===== config.mk =====
export PLATFORM = sky130hd
export DESIGN_NAME = xif_result_arbiter
export DESIGN_NICKNAME = d
export VERILOG_FILES = /design/src/rtl/xif_result_arbiter.sv
export SDC_FILE = /design/constraint.sdc
export NUM_CORES = 1
export LEC_CHECK = 0
export CORE_UTILIZATION = 41
export CTS_BUF_LIST = sky130_fd_sc_hd__clkbuf_4 sky130_fd_sc_hd__clkbuf_8
export DETAILED_ROUTE_END_ITERATION = 10
export PLACE_DENSITY = 0.9
export SETUP_SLACK_MARGIN = 0.4
export SYNTH_ARGS = -nofsm -noshare
export SYNTH_HDL_FRONTEND = slang
export SYNTH_SLANG_ARGS = --single-unit

===== constraint.sdc =====
create_clock -name clk_i -period 2.7 [get_ports clk_i]
set_input_delay 0.675 -clock clk_i [delete_from_list [all_inputs] [get_ports clk_i]]
set_output_delay 0.675 -clock clk_i [all_outputs]
set_load 0.05 [all_outputs]

===== src/rtl/xif_result_arbiter.sv =====
// xif_result_arbiter: round-robin arbiter sharing one CORE-V-XIF result channel
// among NUM_COPROC coprocessors through a registered one-entry output stage.
module xif_result_arbiter #(
  parameter int NUM_COPROC = 2,
  parameter int RESULT_W   = 64,
  parameter int SRC_W      = NUM_COPROC > 1 ? $clog2(NUM_COPROC) : 1
) (
  input  logic                  clk_i,
  input  logic                  rst_ni,
  input  logic [NUM_COPROC-1:0] cop_result_valid_i,
  output logic [NUM_COPROC-1:0] cop_result_ready_o,
  input  logic [RESULT_W-1:0]   cop_result_i [NUM_COPROC],
  output logic                  result_valid_o,
  input  logic                  result_ready_i,
  output logic [RESULT_W-1:0]   result_o,
  output logic [SRC_W-1:0]      result_src_o,
  output logic [15:0]           result_count_o
);
  logic                r_out_valid;
  logic [RESULT_W-1:0] r_out_data;
  logic [SRC_W-1:0]    r_src;
  logic [SRC_W-1:0]    r_rr_ptr;
  logic [15:0]         r_count;
  logic                w_load;
  logic                w_found;
  logic [SRC_W-1:0]    w_gnt;

  function automatic logic [SRC_W-1:0] wrap_idx(input int v);
    return SRC_W'(v % NUM_COPROC);
  endfunction

  assign w_load = !r_out_valid || result_ready_i;

  // first valid requester at or after the pointer, modulo NUM_COPROC
  always_comb begin
    w_found = 1'b0;
    w_gnt   = '0;
    for (int k = 0; k < NUM_COPROC; k++) begin
      if (!w_found && cop_result_valid_i[wrap_idx(int'(r_rr_ptr) + k)]) begin
        w_found = 1'b1;
        w_gnt   = wrap_idx(int'(r_rr_ptr) + k);
      end
    end
  end

  always_comb begin
    cop_result_ready_o = '0;
    if (rst_ni && w_load && w_found) cop_result_ready_o[w_gnt] = 1'b1;
  end

  always_ff @(posedge clk_i or negedge rst_ni) begin
    if (!rst_ni) begin
      r_out_valid <= 1'b0;
      r_out_data  <= '0;
      r_src       <= '0;
      r_rr_ptr    <= '0;
      r_count     <= '0;
    end else begin
      if (w_load) begin
        r_out_valid <= w_found;
        if (w_found) begin
          r_out_data <= cop_result_i[w_gnt];
          r_src      <= w_gnt;
          r_rr_ptr   <= wrap_idx(int'(w_gnt) + 1);
        end
      end
      if (r_out_valid && result_ready_i) r_count <= r_count + 16'd1;
    end
  end

  assign result_valid_o = r_out_valid;
  assign result_o       = r_out_data;
  assign result_src_o   = r_src;
  assign result_count_o = r_count;
endmodule

==> results.tsv, run 1 <==
stage	metric	value	unit
synth	synthTopCellsByArea	dfrtp_1, a222oi_1, inv_1	
pwr	p_leak	2.883	nW
global_route	grt_use_met3	0.06472	
synth	syn_nets	422	
global_route	grt.overflow.total	0	
sta	rsz0062_at_grt	yes	
route	ant_nets	0	
flow_run	maxCapViolations	0	
floorplan	io_pins	217	
setup_path	worst_path_largest_cell_delay	0.25	ns
global_route	grtUsageMet2	0.4392	
global_route	grtUsageTotal	0.2429	
pwr	ir_worst_vdd	427.2	uV
synth	synth-edff-count	0	
global_route	busiest_layer	met2	
synth	async_flop_share	1.000	
floorplan	initial_core_util	0.4221	
floorplan	die_h	93.74	um
sta	fin_setup_tns	0	ns
clock_network	numCtsBuffers	9	
cells_and_area	final_cells	616	
synth	yosysWarnings	0	
clock_network	clockBufferDepth	2	
synth	synth_cells	288	
clock_network	cts_tree	done	
sta	fin_ws	0.3957	ns
route	drtIter0Drc	342	
synth	synth.distinct_cells	24	
synth	synth_ff_type	dfrtp_1	
setup_path	worstPathArrival	1.63	ns
synth	syn-cell-area	0.003451	mm^2
pwr	power-per-cell-area	731.6	mW/mm^2
route	vias_per_cell	5.432	
clock_network	root_buffer	clkbuf_8	
setup_path	cp.required	2.03	ns
setup_path	worst-path-buf-inv	2	
global_route	grt_pass1_vias	3365	
floorplan	core	0.008175	mm^2
cells_and_area	area_delta_synth_final	73.02	%
synth	synth.avg_cell_area	11.98	um^2
sta	worst_slew_pin_slew	0.6622	ns
synth	synth.most_common_cell	dfrtp_1	
setup_path	cp-end-kind	output port	
cells_and_area	nFillCells	545	
clock_network	clkTransAtPathRegs	0.07	ns
route	first_pass_iters	10	
clock_network	clk_latency	0.33	ns
cells_and_area	final_util	0.7303	
placed_design	gp_congestion	0.7170	
synth	synth_seq_cells	83	
cells_and_area	diodes	0	
clock_network	cts_sinks	83	
run_status	status	finished clean	
min_path	min-delay-path-class	in2async	
sta	post-route-period-util	0.8534	
clock_network	htreeDepth	3	
setup_path	crit_path_cell_trace	dlygate4sd2_1 -> nand2b_4 -> and3_2 -> and2_2 -> buf_12	
sta	finalCriticalPeriod	2.304	ns
setup_path	critical_path_class	in2out	
cells_and_area	layout-drive-gt1-share	0.07632	
global_route	grt_max_degree	66	
route	routed_wl	10510	um
synth	synth_commonest_cells	dfrtp_1, inv_1, a222oi_1, buf_2	
placed_design	port-buffer-count	216	
synth	yosysTopAreaCellShare	0.6019	
global_route	gr-usage-met1	0.2804	
setup_path	crit_path_top_delay_cell	dlygate4sd2_1	
pwr	total_power	0.004368	W
cells_and_area	final_nets	640	
sta	skew	0.008843	ns
route	drc	0	
floorplan	die_w	93.74	um
setup_path	startpoint_type	primary input	
setup_path	crit_family	simple AND/OR/NAND/NOR gates	
route	routedWlPerCell	17.06	um
floorplan	num_rows	33	
sta	slew_headroom	0.5585	
sta	setup_viol	0	
synth	ys_seq_area_frac	0.6019	
placed_design	pre_cts_ws	0.07669	ns
setup_path	worstPathMaxFanout	3	
sta	slew_violations	0	
floorplan	dieArea	0.008787	mm^2
sta	fmax	434.0	MHz
synth	yosysTopAreaCell	dfrtp_1	
global_route	grt_pass1_wl	16300	um
placed_design	hpwl	7655	um
global_route	antenna_found_initial	0	
placed_design	place_inst	599	
route	vias	3346	
sta	final-hold-violation-count	0	
## state kept, by name (all words and copies together) (netlist names)
name            count
result_src_o        1
result_count_o     16
result_valid_o      1
result_o           64
r_rr_ptr            1
## where the power goes
group,internal (W),switching [W],leakage [nW]
Sequential,0.00146,0.000161,1.03
Clock,0.000472,0.000414,0.0994
Combinational,0.000715,0.00115,1.75
Total,0.00265,0.00172,2.88
## cell families (layout without fill, tap and decap cells)
family                     Yosys count  count (layout)  synth area share
DFF                                 83              83            0.6019
and+or+nand+nor                     34              34           0.05257
xor gates and xnor gates            15              15           0.03807
buffers and inverters               87             310            0.1091
adders and majority gates            1               1          0.003625
muxes                                1               1          0.003263
AOI/OAI and AO/OA                   67              67            0.1914
## placed cells by master, fill, tap and decap left out, types with 3 or more instances in the layout
cell type | netlist | final
clkdlybuf4s50_1 | 0 | 202
dfrtp_1 | 83 | 83
inv_1 | 66 | 66
a222oi_1 | 64 | 64
buf_4 | 0 | 11
clkbuf_8 | 0 | 10
nand2_1 | 8 | 8
xnor2_1 | 8 | 8
xor2_1 | 7 | 7
dlymetal6s2s_1 | 0 | 7
nor2_1 | 6 | 6
nand3_1 | 5 | 5
dlygate4sd2_1 | 0 | 4
buf_12 | 0 | 3
## path summary, 6_finish.rpt
kind,to,slack [ns],from,cells after the start
setup / recovery,cop_result_ready_o[1],0.40,result_ready_i,5
setup reg to reg,result_o[27],0.82,result_valid_o,6
hold / removal,r_rr_ptr,0.14,rst_ni,1
min in group clk_i,r_rr_ptr,0.49,r_rr_ptr,1
hold reg to reg,r_rr_ptr,0.49,r_rr_ptr,1
max in group asynchronous,result_count_o[14],1.33,rst_ni,3
## final cells by class
| type | instances | area [um^2] | area share |
|---|---|---|---|
| Sequential cell | 83 | 2077 | 0.3479 |
| Clock inverter | 4 | 50.05 | 0.008382 |
| Inverter | 66 | 247.7 | 0.04149 |
| Timing Repair Buffer | 228 | 2298 | 0.3850 |
| Multi-Input combinational cell | 118 | 1013 | 0.1697 |
| Tap cell | 105 | 131.4 | 0.02200 |
| Clock buffer | 12 | 152.6 | 0.02557 |
## worst reg2reg max path, stage by stage (launching register included)
cell and delay (ns):
dfrtp_1 0.45, nand2b_4 0.08, and3_4 0.17, buf_4 0.31, buf_4 0.27, a222oi_1 0.39
inv_1 0.08
## layer usage
metal / part of all wire / vias to the layer above
li1: - / 1506
met4: 0.016 / 0
met1: 0.39 / 1643
met3: 0.083 / 14
met5: 0 / -
met2: 0.51 / 183
## stage by stage
stage	hold slack, ns	cell area (um^2)
4_1_cts	0.1232	5946
3_5_place_dp	0.4670	5743
3_3_place_gp	0.4596	5743
5_1_grt	0.1165	5971
2_1_floorplan	0.3794	3453
6_report	0.1388	5971
## what timing repair did
action	in CTS	in global routing
gates resized for setup	6	7
setup endpoints to repair	3	8
pin swaps	0	0
hold buffers	0	0
buffers inserted	0	1
(Power assumes the default switching activity.)
==> inputs of run 2 (changes only) <==
--- a/config.mk
+++ b/config.mk
@@ -10,6 +10,7 @@
 export DETAILED_ROUTE_END_ITERATION = 10
 export PLACE_DENSITY = 0.9
 export SETUP_SLACK_MARGIN = 0.4
+export SLEW_MARGIN = 20
 export SYNTH_ARGS = -nofsm -noshare
 export SYNTH_HDL_FRONTEND = slang
 export SYNTH_SLANG_ARGS = --single-unit
==> results of run 2 <==
Same layout as run 1: the final DEF is identical, and so are final timing and power.
==> inputs of run 3 (changes only) <==
--- a/config.mk
+++ b/config.mk
@@ -9,6 +9,7 @@
 export CTS_BUF_LIST = sky130_fd_sc_hd__clkbuf_4 sky130_fd_sc_hd__clkbuf_8
 export DETAILED_ROUTE_END_ITERATION = 10
 export PLACE_DENSITY = 0.9
+export REMOVE_ABC_BUFFERS = 1
 export SETUP_SLACK_MARGIN = 0.4
 export SLEW_MARGIN = 20
 export SYNTH_ARGS = -nofsm -noshare
==> run 3 against run 2 <==
Against the previous run: total power grew 0.41%; routed wire length grew 4.3%; count of clock-buffer cells in the layout shrank 1; maximum frequency grew 1.4%; setup slack gained 0.031 ns; worst hold slack gained 0.22 ns; sequential cell count is the same; global-route usage grew 0.50 points; die area is the same; design area shrank 0.61%; non-clock buffer count shrank 4; largest power group unchanged.
==> results.tsv, run 3 (synthesized netlist as in run 1, its figures left out) <==
stage	metric	value	unit	change
run_status	status	finished clean		
route	ant_nets	0		unchanged
placed_design	gp_congestion	0.7938		+11%
route	routedWlPerCell	17.91	um	+5.0%
global_route	grt.overflow.total	0		unchanged
floorplan	die_h	93.74	um	unchanged
placed_design	pre_cts_ws	0.1135	ns	+0.03684 ns
setup_path	startpoint_type	primary input		
cells_and_area	area_delta_synth_final	71.97	%	
cells_and_area	layout_commonest_cell	clkdlybuf4s50_1		
sta	skew	0.01652	ns	+0.007681 ns
flow_run	maxCapViolations	0		unchanged
clock_network	htreeDepth	3		unchanged
min_path	min-delay-path-class	in2async		
floorplan	io_pins	217		unchanged
floorplan	initial_core_util	0.4221		unchanged
floorplan	dieArea	0.008787	mm^2	unchanged
sta	fin_ws	0.4266	ns	+0.03086 ns
route	first_pass_iters	8		-2
sta	slew_headroom	0.5447		-0.01383
cells_and_area	largest_register_ffs	64		unchanged
setup_path	worstPathMaxFanout	4		+1
global_route	gr-usage-met1	0.2876		+0.007176
setup_path	cp.required	2.03	ns	about the same
global_route	grt_max_degree	66		unchanged
sta	final-hold-violation-count	0		unchanged
cells_and_area	layout-drive-gt1-share	0.06903		-0.007287
sta	slew_violations	0		unchanged
global_route	grtUsageTotal	0.2479		+0.005040
sta	whs	0.3633	ns	+0.2245 ns
clock_network	clk_latency	0.35	ns	+0.02 ns
placed_design	place_area	0.005698	mm^2	-0.78%
setup_path	r2r-start	result_valid_o		
setup_path	critical_path_class	in2out		
floorplan	num_rows	33		unchanged
route	vias_per_cell	5.508		+1.4%
route	drc	0		unchanged
sta	worst_slew_pin_slew	0.6830	ns	+0.02074 ns
route	vias	3371		+0.75%
global_route	grt_use_met3	0.05259		-0.01214
placed_design	port-buffer-count	216		unchanged
placed_design	hpwl	7940	um	+3.7%
sta	finalCriticalPeriod	2.273	ns	-0.03086 ns
clock_network	numCtsBuffers	9		unchanged
route	routed_wl	10960	um	+4.3%
clock_network	clkTransAtPathRegs	0.09	ns	+0.02 ns
cells_and_area	diodes	0		unchanged
pwr	p_leak	2.878	nW	-0.17%
sta	rsz0062_at_grt	yes		
global_route	grt_pass1_vias	3302		-1.9%
clock_network	clockBufferDepth	2		unchanged
clock_network	cts_tree	done		
global_route	antenna_found_initial	0		unchanged
setup_path	crit_path_top_delay_cell	clkdlybuf4s15_1		
setup_path	worstPathArrival	1.60	ns	-0.03 ns
global_route	grt_pass1_wl	16570	um	+1.6%
sta	post-route-period-util	0.8420		-0.01143
route	drtIter0Drc	352		+2.9%
clock_network	root_buffer	clkbuf_8		
setup_path	cp-end-kind	output port		
cells_and_area	final_cell_mix	clkdlybuf4s50_1, dfrtp_1, inv_1		
cells_and_area	final_area	0.005934	mm^2	-0.61%
pwr	power-per-cell-area	739.1	mW/mm^2	+1.0%
setup_path	r2r_cells	5		-1
setup_path	worst_path_largest_cell_delay	0.23	ns	-0.02 ns
sta	setup_viol	0		unchanged
clock_network	cts_sinks	83		unchanged
floorplan	die_w	93.74	um	unchanged
setup_path	crit_path_cell_trace	clkdlybuf4s15_1 -> nand2b_4 -> and3_2 -> and2_4 -> buf_12		
sta	fmax	439.9	MHz	+1.4%
setup_path	cp-startpoint	result_ready_i		
cells_and_area	final_util	0.7259		-0.004439
global_route	grtUsageMet2	0.4489		+0.009732
cells_and_area	final_nets	636		-0.63%
clock_network	ctsHoldBuffers	0		unchanged
floorplan	core	0.008175	mm^2	unchanged
pwr	ir_worst_vdd	537.8	uV	+26%
global_route	busiest_layer	met2		
==> run 3: changes by cell type in the layout (fill, tap and decap cells not counted) <==
cell | previous run | this run
and2_2 | 1 | 0
and2_4 | 1 | 2
buf_12 | 3 | 2
buf_4 | 11 | 9
buf_6 | 1 | 0
clkbuf_4 | 2 | 1
clkdlybuf4s15_1 | 0 | 2
clkdlybuf4s50_1 | 202 | 200
clkinv_2 | 1 | 0
clkinv_4 | 0 | 2
dlygate4sd2_1 | 4 | 3
dlymetal6s2s_1 | 7 | 8
==> run 3: final timing paths <==
kind                                         end  slack (ns)
max in group asynchronous           result_o[51]        1.79
max                        cop_result_ready_o[1]        0.43
min in group clk_i                  result_src_o        0.49
min                                 result_o[18]        0.36
max reg2reg                         result_o[26]        0.94
min reg2reg                         result_src_o        0.49
==> run 3: metrics by stage <==
step / cells / power, W / TNS (ns)
2_1_floorplan: 267 / 0.002702 / -32.14
3_3_place_gp: 595 / 0.003445 / 0
3_5_place_dp: 595 / 0.003497 / 0
4_1_cts: 612 / 0.004413 / 0
5_1_grt: 612 / 0.004576 / 0
6_report: 612 / 0.004386 / 0
==> run 3: cell type report <==
type	count	area [um^2]
Tap cell	105	131.4
Clock buffer	11	145.1
Fill cell	582	2241
Sequential cell	83	2077
Timing Repair Buffer	224	2256
Clock inverter	5	62.56
Multi-Input combinational cell	118	1015
Inverter	66	247.7
==> run 3: where the power goes <==
group / total (W) / switching [W] / internal [W]
registers: 0.00162 / 0.000161 / 0.00146
clock network: 0.000915 / 0.000448 / 0.000467
logic: 0.00185 / 0.00115 / 0.000706
total: 0.00439 / 0.00175 / 0.00263
==> run 3: timing repair <==
item                                    4_1_cts  5_1_grt
gates resized for setup                       7       10
endpoints found under the setup margin        4        9
buffers inserted                              1        0
cloned                                        0        0
==> run 3: critical path: cells and delay by family <==
kind | cells | cell delay, ns
and+or+nand+nor | 3 | 0.55
buffers and inverters | 2 | 0.37
==> run 3: metal layers <==
metal | vias to the layer above | share of wire
met5 | - | 0
met4 | 0 | 0.020
met3 | 17 | 0.080
met2 | 189 | 0.53
met1 | 1669 | 0.37
li1 | 1496 | -
